## src/rtl/sr_seq_pkg.sv

```systemverilog
// -----------------------------------------------------------------------------
// sr_seq_pkg
// Shared types and constants for the SR-latch sequencer.
//   state_t  : controller states (IDLE, PULSE, SETTLE, ACK)
//   OP_SET   : op value that sets the latch (Q=1)
//   OP_CLR   : op value that clears the latch (Q=0)
//   CNT_W    : width of the pulse/settle down-counter
//   rr_pick  : round-robin choice between the two requesters
// -----------------------------------------------------------------------------
package sr_seq_pkg;

  typedef enum logic [1:0] {
    IDLE   = 2'd0,
    PULSE  = 2'd1,
    SETTLE = 2'd2,
    ACK    = 2'd3
  } state_t;

  localparam logic OP_SET = 1'b1;
  localparam logic OP_CLR = 1'b0;
  localparam int   CNT_W  = 4;

  // A lone requester always wins; on a tie the one not granted last wins.
  // The 2'b00 case is never consulted (caller only picks when |req).
  function automatic logic rr_pick(input logic [1:0] req, input logic last_grant);
    logic pick;
    case (req)
      2'b01:   pick = 1'b0;
      2'b10:   pick = 1'b1;
      default: pick = ~last_grant;
    endcase
    return pick;
  endfunction

endpackage

```

## src/rtl/sr_latch_sequencer_sync2.sv

```systemverilog
// -----------------------------------------------------------------------------
// sr_sync2
// Two-flop synchronizer for one asynchronous feedback bit from the latch cell.
//   clk : sampling clock
//   rst : synchronous, active-high reset; both stages clear to 0
//   i_d : asynchronous input
//   o_q : synchronized output, two clk edges behind i_d
// -----------------------------------------------------------------------------
module sr_sync2 (
  input  logic clk,
  input  logic rst,
  input  logic i_d,
  output logic o_q
);

  logic r_meta;
  logic r_q;

  always_ff @(posedge clk) begin
    if (rst) begin
      r_meta <= 1'b0;
      r_q    <= 1'b0;
    end else begin
      r_meta <= i_d;
      r_q    <= r_meta;
    end
  end

  assign o_q = r_q;

endmodule

```

## src/rtl/sr_latch_sequencer.sv

```systemverilog
// -----------------------------------------------------------------------------
// sr_latch_sequencer
// Shares one cross-coupled NAND SR latch between two requesters. Grants
// round-robin, drives a single active-low lane for PULSE_CYCLES, then waits
// up to SETTLE_MAX cycles for synchronized Q/Qnot to confirm the new state
// and acknowledges with ok/timeout.
//   clk, rst          : clock, synchronous active-high reset
//   req[1:0]          : per-requester level request, held until ack
//   op[1:0]           : 1 = set latch, 0 = clear latch; sampled at grant
//   ack[1:0]          : one-cycle acknowledge to the granted requester
//   err               : valid with ack; 1 = settle timeout
//   fault             : sticky timeout flag, cleared only by rst
//   busy              : high in every state except IDLE
//   s0_n, s1_n        : active-low set lanes (requester 0 / 1)
//   r0_n, r1_n        : active-low reset lanes (requester 0 / 1)
//   q, qnot           : asynchronous latch outputs
// -----------------------------------------------------------------------------
module sr_latch_sequencer
  import sr_seq_pkg::*;
#(
  parameter int PULSE_CYCLES = 3,   // legal 2..15
  parameter int SETTLE_MAX   = 8    // legal 1..15
) (
  input  logic       clk,
  input  logic       rst,
  input  logic [1:0] req,
  input  logic [1:0] op,
  output logic [1:0] ack,
  output logic       err,
  output logic       fault,
  output logic       busy,
  output logic       s0_n,
  output logic       s1_n,
  output logic       r0_n,
  output logic       r1_n,
  input  logic       q,
  input  logic       qnot
);

  localparam logic [CNT_W-1:0] L_PULSE  = CNT_W'(PULSE_CYCLES);
  localparam logic [CNT_W-1:0] L_SETTLE = CNT_W'(SETTLE_MAX);

  state_t           r_state;
  logic [CNT_W-1:0] r_cnt;
  logic             r_grant;
  logic             r_op;
  logic             r_last_grant;
  logic [1:0]       r_ack;
  logic             r_err;
  logic             r_fault;
  logic             r_busy;
  logic [1:0]       r_s_n;
  logic [1:0]       r_r_n;

  logic w_q_s;
  logic w_qnot_s;
  logic w_match;
  logic w_pick;

  sr_sync2 u_sync_q (
    .clk (clk),
    .rst (rst),
    .i_d (q),
    .o_q (w_q_s)
  );

  sr_sync2 u_sync_qnot (
    .clk (clk),
    .rst (rst),
    .i_d (qnot),
    .o_q (w_qnot_s)
  );

  assign w_pick  = rr_pick(req, r_last_grant);
  assign w_match = (w_q_s == r_op) && (w_qnot_s == ~r_op);

  // NOTE: every output below is a flop, so lanes and ack/err/busy never
  // glitch from req; all state uses non-blocking assignment so each
  // register sees the pre-edge value of every other register.
  always_ff @(posedge clk) begin
    if (rst) begin
      r_state      <= IDLE;
      r_cnt        <= '0;
      r_grant      <= 1'b0;
      r_op         <= OP_CLR;
      r_last_grant <= 1'b1;
      r_ack        <= 2'b00;
      r_err        <= 1'b0;
      r_fault      <= 1'b0;
      r_busy       <= 1'b0;
      r_s_n        <= 2'b11;
      r_r_n        <= 2'b11;
    end else begin
      unique case (r_state)
        IDLE: begin
          if (|req) begin
            r_grant <= w_pick;
            r_op    <= op[w_pick];
            r_cnt   <= L_PULSE;
            r_busy  <= 1'b1;
            // Exactly one lane goes low: set or reset, never both.
            if (op[w_pick] == OP_SET) r_s_n[w_pick] <= 1'b0;
            else                      r_r_n[w_pick] <= 1'b0;
            r_state <= PULSE;
          end
        end

        PULSE: begin
          // Releasing on count 1 means the decrement-to-zero edge is the
          // release edge, giving exactly PULSE_CYCLES low cycles.
          if (r_cnt == CNT_W'(1)) begin
            r_s_n   <= 2'b11;
            r_r_n   <= 2'b11;
            r_cnt   <= L_SETTLE;
            r_state <= SETTLE;
          end else begin
            r_cnt <= r_cnt - CNT_W'(1);
          end
        end

        SETTLE: begin
          if (w_match) begin
            r_ack[r_grant] <= 1'b1;
            r_err          <= 1'b0;
            r_state        <= ACK;
          end else if (r_cnt == CNT_W'(1)) begin
            r_ack[r_grant] <= 1'b1;
            r_err          <= 1'b1;
            r_fault        <= 1'b1;
            r_state        <= ACK;
          end else begin
            r_cnt <= r_cnt - CNT_W'(1);
          end
        end

        ACK: begin
          r_ack        <= 2'b00;
          r_err        <= 1'b0;
          r_busy       <= 1'b0;
          r_last_grant <= r_grant;
          r_state      <= IDLE;
        end

        default: r_state <= IDLE;
      endcase
    end
  end

  assign ack   = r_ack;
  assign err   = r_err;
  assign fault = r_fault;
  assign busy  = r_busy;
  assign s0_n  = r_s_n[0];
  assign s1_n  = r_s_n[1];
  assign r0_n  = r_r_n[0];
  assign r1_n  = r_r_n[1];

endmodule

```

## config.mk

```make
export PLATFORM = sky130hd
export DESIGN_NAME = sr_latch_sequencer
export DESIGN_NICKNAME = d
export VERILOG_FILES = /design/src/rtl/sr_seq_pkg.sv /design/src/rtl/sr_latch_sequencer_sync2.sv /design/src/rtl/sr_latch_sequencer.sv
export SDC_FILE = /design/constraint.sdc
export NUM_CORES = 1
export LEC_CHECK = 0
export CORE_ASPECT_RATIO = 0.7
export CORE_MARGIN = 2
export CORE_UTILIZATION = 55
export CTS_CLUSTER_SIZE = 30
export DETAILED_ROUTE_END_ITERATION = 7
export DONT_BUFFER_PORTS = 1
export PLACE_DENSITY = 0.69
export SKIP_CTS_REPAIR_TIMING = 1
export SLEW_MARGIN = 20
export SYNTH_ARGS = -nofsm -noshare
export SYNTH_HDL_FRONTEND = slang
export SYNTH_SLANG_ARGS = --single-unit
export TNS_END_PERCENT = 50
```

## constraint.sdc

```tcl
create_clock -name clk -period 1.4 [get_ports clk]
set_input_delay 0.28 -clock clk [delete_from_list [all_inputs] [get_ports clk]]
set_output_delay 0.28 -clock clk [all_outputs]
set_load 0.02 [all_outputs]
```

==> impl_metrics.json, run 1 <==
{
  "h-tree-depth": 1,
  "clk_latency_ps": 310,
  "synth_seq_area_share": 0.357,
  "die_y_um": 43.6,
  "dieArea_um2": 2640,
  "dp_hpwl_um": 2400,
  "fin_cells": 194,
  "gr-usage-met3": 0.0687,
  "n_antenna_cell": 0,
  "failed_checks": "setup timing",
  "gr-max-usage-layer": "met2",
  "grt_pass1_wl_um": 4860,
  "placedCellCount": 186,
  "ys_warn_count": 0,
  "start_util": 0.577,
  "dr.pass1.iters": 4,
  "drt_drc_violations_left": 0,
  "criticalPathCategory": "flop to flop",
  "initialDrtViolationCount": 54,
  "antenna_found_initial": 0,
  "ys_ff_latch": 22,
  "worst-path-max-fanout": 7,
  "cts.sinks": 22,
  "overflow": 0,
  "wl_per_cell_um": 17.5,
  "synthesis.nets": 158,
  "tightest_slew_ps": 402,
  "cts-root-buf": "clkbuf_4",
  "slew_headroom": 0.729,
  "final_common_cell": "buf_4",
  "fp.dieW_um": 60.6,
  "grt_usage": 0.248,
  "hold_viol_final": 0,
  "fin_nets": 181,
  "dpl_worst_slack_ps": -205,
  "cts_tree": "yes",
  "gp_congestion": 0.877,
  "met1_usage": 0.359,
  "clkTransAtPathRegs_ps": 110,
  "syn_inst": 140,
  "syn_area_um2": 1230,
  "synth.avg_cell_area_um2": 8.81,
  "postLayoutCoreUtil": 0.793,
  "final_cell_mix": "buf_4, dfxtp_1, nand2_1",
  "cts_buffers": 3,
  "rsz0062_at_grt": "yes",
  "ys_types": 32,
  "timing.final.crit_share": 1.17,
  "irDropWorstVdd_mv": 1.68,
  "max_cap_viol_count": 0,
  "core_area_um2": 2140,
  "ant_nets": 0,
  "crit_required_ps": 1600,
  "routed_via_density": 6.06,
  "arrival_ps": 1840,
  "fmax_ghz": 0.610,
  "setup_viol": 12,
  "io_buffers": 0,
  "drive_above_1_share": 0.389,
  "grt_max_degree": 17,
  "grt_util_met2": 0.374,
  "clock_skew_ps": 15.0,
  "min_period_ps": 1640,
  "syn_to_final_growth_pct": 37.4,
  "std_cell_rows": 14,
  "slew_viol_final": 0,
  "status": "complete, but fails checks",
  "power.leakage_nw": 0.681,
  "drt_wl_total_um": 3390,
  "p_per_area_nw_per_um2": 2030,
  "io_pins": 17,
  "num_vias": 1176,
  "critPathLaunchType": "flop",
  "clock_path_buffers": 2,
  "hold_class": "input port to flop",
  "grt_pass1_vias": 1075,
  "fin_ws_ps": -240,
  "endpoint_kind": "flop"
}
[layer usage]
| layer | up-vias | share of wire |
|---|---|---|
| met5 | - | 0 |
| met4 | 0 | 0.0086 |
| met3 | 4 | 0.063 |
| met2 | 40 | 0.45 |
| met1 | 576 | 0.48 |
| li1 | 556 | - |
[flip-flops by register name, indices dropped and copies added, names as in the netlist, 2 cells and up]
signal / flops
r_cnt: 4
ack: 2
r_r_n: 2
r_s_n: 2
r_state: 2
[final timing paths]
check	start	endpoint	slack [ps]	cells past startpoint
setup / recovery	r_cnt[1]$_SDFFE_PP0P_	r_r_n[0]$_SDFFE_PP1P_	-240	7
hold / removal	rst	r_cnt[0]$_SDFFE_PP0P_	20	1
setup reg to reg	r_cnt[1]$_SDFFE_PP0P_	r_r_n[0]$_SDFFE_PP1P_	-240	7
hold reg to reg	u_sync_qnot.r_meta$_SDFF_PP0_	u_sync_qnot.o_q$_SDFF_PP0_	460	1
[power breakdown]
part / internal (mW) / switching [mW] / total [mW]
sequential: 0.791 / 0.207 / 0.998
clock: 0.218 / 0.193 / 0.411
combinational: 1.03 / 1.01 / 2.04
total: 2.04 / 1.41 / 3.45
[through the flow]
stage	TNS (ps)	hold WS, ps	power (mW)	cell area [µm²]
floorplan	-245	352	2.12	1360
detailed placement	-1700	352	2.70	1500
finish	-1770	20.1	3.45	1700
CTS	-1980	1.96	3.12	1550
global placement	-1310	351	2.64	1500
global route	-2540	1.37	3.64	1700
[logic make-up (layout without fill, tap and decap cells)]
kind of cell,count (synthesis),in the layout,synth area share
multiplexers,4,4,0.0325
AND/OR/NAND/NOR,48,48,0.213
flip-flops,22,22,0.357
AO/OA/AOI/OAI,38,38,0.233
adder cells (fa/ha/maj),10,10,0.101
buffers and inverters,18,40,0.0629
[worst max-delay path: stages (launching register included)]
cell       delay, ps
dfxtp_2          350
inv_2             80
ha_4             180
nand4bb_1        140
buf_6            170
a211oi_4         200
o21ai_1          110
a221o_1          310
[cells in the mapped netlist]
cell type	instances	area, µm²
dfxtp_1	22	440
inv_1	13	48.8
nand2_1	13	48.8
a211oi_1	10	75.1
ha_1	10	125
nor2_1	10	37.5
a21oi_1	6	30.0
o21ai_0	6	30.0
nor2b_1	5	31.3
a221o_1	4	40.0
mux2i_1	4	40.0
nand3_1	4	20.0
nand4bb_1	3	33.8
nor3_1	3	15.0
a221oi_1	2	17.5
and2_1	2	12.5
and3_1	2	12.5
buf_2	2	10.0
clkbuf_1	2	7.51
nand2b_1	2	12.5
nor3b_1	2	15.0
o31a_1	2	17.5
o41ai_1	2	17.5
a21o_1	1	7.51
a21oi_4	1	16.3
a22oi_1	1	7.51
a32oi_1	1	8.76
buf_6	1	11.3
nand4b_1	1	8.76
nor4b_2	1	15.0
o221a_1	1	11.3
o32ai_1	1	8.76
[final cells by class]
class                   count  area [µm²]
repair buffers             23         179
multi-input cells         100         926
inverters                  13        51.3
fillers                   143         442
clock buffers               4        47.5
flip-flops and latches     22         452
well taps                  32        40.0
(Power assumes the default switching activity.)
==> inputs of run 2 (changes only) <==
--- a/config.mk
+++ b/config.mk
@@ -11,7 +11,7 @@
 export CTS_CLUSTER_SIZE = 30
 export DETAILED_ROUTE_END_ITERATION = 7
 export DONT_BUFFER_PORTS = 1
-export PLACE_DENSITY = 0.69
+export PLACE_DENSITY = 0.74
 export SKIP_CTS_REPAIR_TIMING = 1
 export SLEW_MARGIN = 20
 export SYNTH_ARGS = -nofsm -noshare
==> impl_metrics.json, run 2 (same netlist as run 1, synthesis figures left out) <==
{
  "clock_skew_ps": 2.64,
  "slowest_stage": "dfxtp_1",
  "final_common_cell": "buf_4",
  "grt_pass1_wl_um": 4860,
  "final_cell_mix": "buf_4, dfxtp_1, nand2_1",
  "placedCellCount": 190,
  "io_pins": 17,
  "grt_pass1_vias": 1071,
  "slew_headroom": 0.684,
  "status": "complete, but fails checks",
  "top_register": "r_cnt",
  "io_buffers": 0,
  "start_util": 0.577,
  "fin_cells": 198,
  "reg2reg_depth": 7,
  "core_area_um2": 2140,
  "clkTransAtPathRegs_ps": 120,
  "multi_input_area_um2": 888,
  "syn_to_final_growth_pct": 36.3,
  "worst-path-max-fanout": 7,
  "overflow": 0,
  "finalPower_mw": 3.48,
  "fin_area_um2": 1680,
  "cts.sinks": 22,
  "setup_viol": 13,
  "fillers": 151,
  "cp_slowest_stage_delay_ps": 330,
  "dr.pass1.iters": 4,
  "grt_max_degree": 17,
  "cts-root-buf": "clkbuf_4",
  "ant_nets": 0,
  "p_per_area_nw_per_um2": 2070,
  "antenna_found_initial": 0,
  "critPathLaunchType": "flop",
  "wl_per_cell_um": 16.5,
  "fmax_ghz": 0.600,
  "endpoint_kind": "flop",
  "postLayoutCoreUtil": 0.787,
  "max_cap_viol_count": 0,
  "min_path_cells": 1,
  "largest_reg_flops": 4,
  "arrival_ps": 1870,
  "regArea_um2": 445,
  "n_antenna_cell": 0,
  "h-tree-depth": 1,
  "tightest_slew_ps": 469,
  "dieArea_um2": 2640,
  "drt_wl_total_um": 3280,
  "cts_buffers": 3,
  "timing.final.crit_share": 1.19,
  "clk_latency_ps": 310,
  "slew_viol_final": 0,
  "die_y_um": 43.6,
  "irDropWorstVdd_mv": 1.34,
  "min_period_ps": 1670,
  "fp.dieW_um": 60.6,
  "placed_area_um2": 1530,
  "drt_drc_violations_left": 0,
  "gp_congestion": 0.828,
  "dp_hpwl_um": 2420,
  "crit_required_ps": 1600,
  "fin_nets": 185,
  "grt_usage": 0.252,
  "routed_via_density": 5.89,
  "failed_checks": "setup timing",
  "fin_ws_ps": -267,
  "crit_chain": "inv_1 -> ha_4 -> nand4bb_1 -> buf_6 -> a211oi_2 -> o21ai_1 -> a221o_1",
  "drive_above_1_share": 0.361,
  "criticalPathCategory": "flop to flop",
  "rsz0062_at_grt": "yes",
  "initialDrtViolationCount": 77,
  "clock_path_buffers": 2,
  "hold_class": "input port to flop",
  "dpl_worst_slack_ps": -244,
  "num_vias": 1166,
  "cts_tree": "yes",
  "hold_viol_final": 0,
  "std_cell_rows": 14,
  "power.leakage_nw": 0.691
}
-- run 2: through the flow --
stage	hold WS [ps]	setup TNS, ps
final	29.1	-2290
after floorplan	352	-245
after CTS	8.02	-2160
after detailed placement	353	-1820
after global routing	2.10	-3220
after global placement	351	-1130
-- run 2: power by group --
part / total, mW / switching (mW) / leakage (nW) / internal [mW]
Combinational: 2.10 / 1.02 / 0.483 / 1.08
Clock: 0.408 / 0.190 / 0.0261 / 0.218
Sequential: 0.965 / 0.187 / 0.182 / 0.777
Total: 3.48 / 1.40 / 0.691 / 2.08
-- run 2: path summary, 6_finish.rpt --
check,startpoint,end,slack (ps)
setup reg to reg,r_cnt[1]$_SDFFE_PP0P_,r_s_n[0]$_SDFFE_PP1P_,-270
hold / removal,rst,r_state[0]$_SDFFE_PP0P_,30
hold reg to reg,u_sync_q.r_meta$_SDFF_PP0_,u_sync_q.o_q$_SDFF_PP0_,460
setup / recovery,r_cnt[1]$_SDFFE_PP0P_,r_s_n[0]$_SDFFE_PP1P_,-270
-- run 2: cell type report --
class / count / area share
multi-input cells: 100 / 0.528
flip-flops and latches: 22 / 0.265
repair buffers: 27 / 0.124
inverters: 13 / 0.0305
clock buffers: 4 / 0.0283
well taps: 32 / 0.0238
-- run 2: layer usage --
| metal | part of all wire | track usage | up-vias |
|---|---|---|---|
| met1 | 0.45 | 0.349 | 541 |
| met5 | 0 | 0 | - |
| met2 | 0.45 | 0.383 | 50 |
| met4 | 0.012 | 0.0522 | 0 |
| li1 | - | - | 567 |
| met3 | 0.084 | 0.0866 | 8 |
-- run 2: critical path, delay by kind of cell, from the launching register on --
family                     cells  cell delay (ps)
DFF                            1              330
and+or+nand+nor                1              150
adders and majority gates      1              170
buffers and inverters          2              280
AOI/OAI and AO/OA              3              620
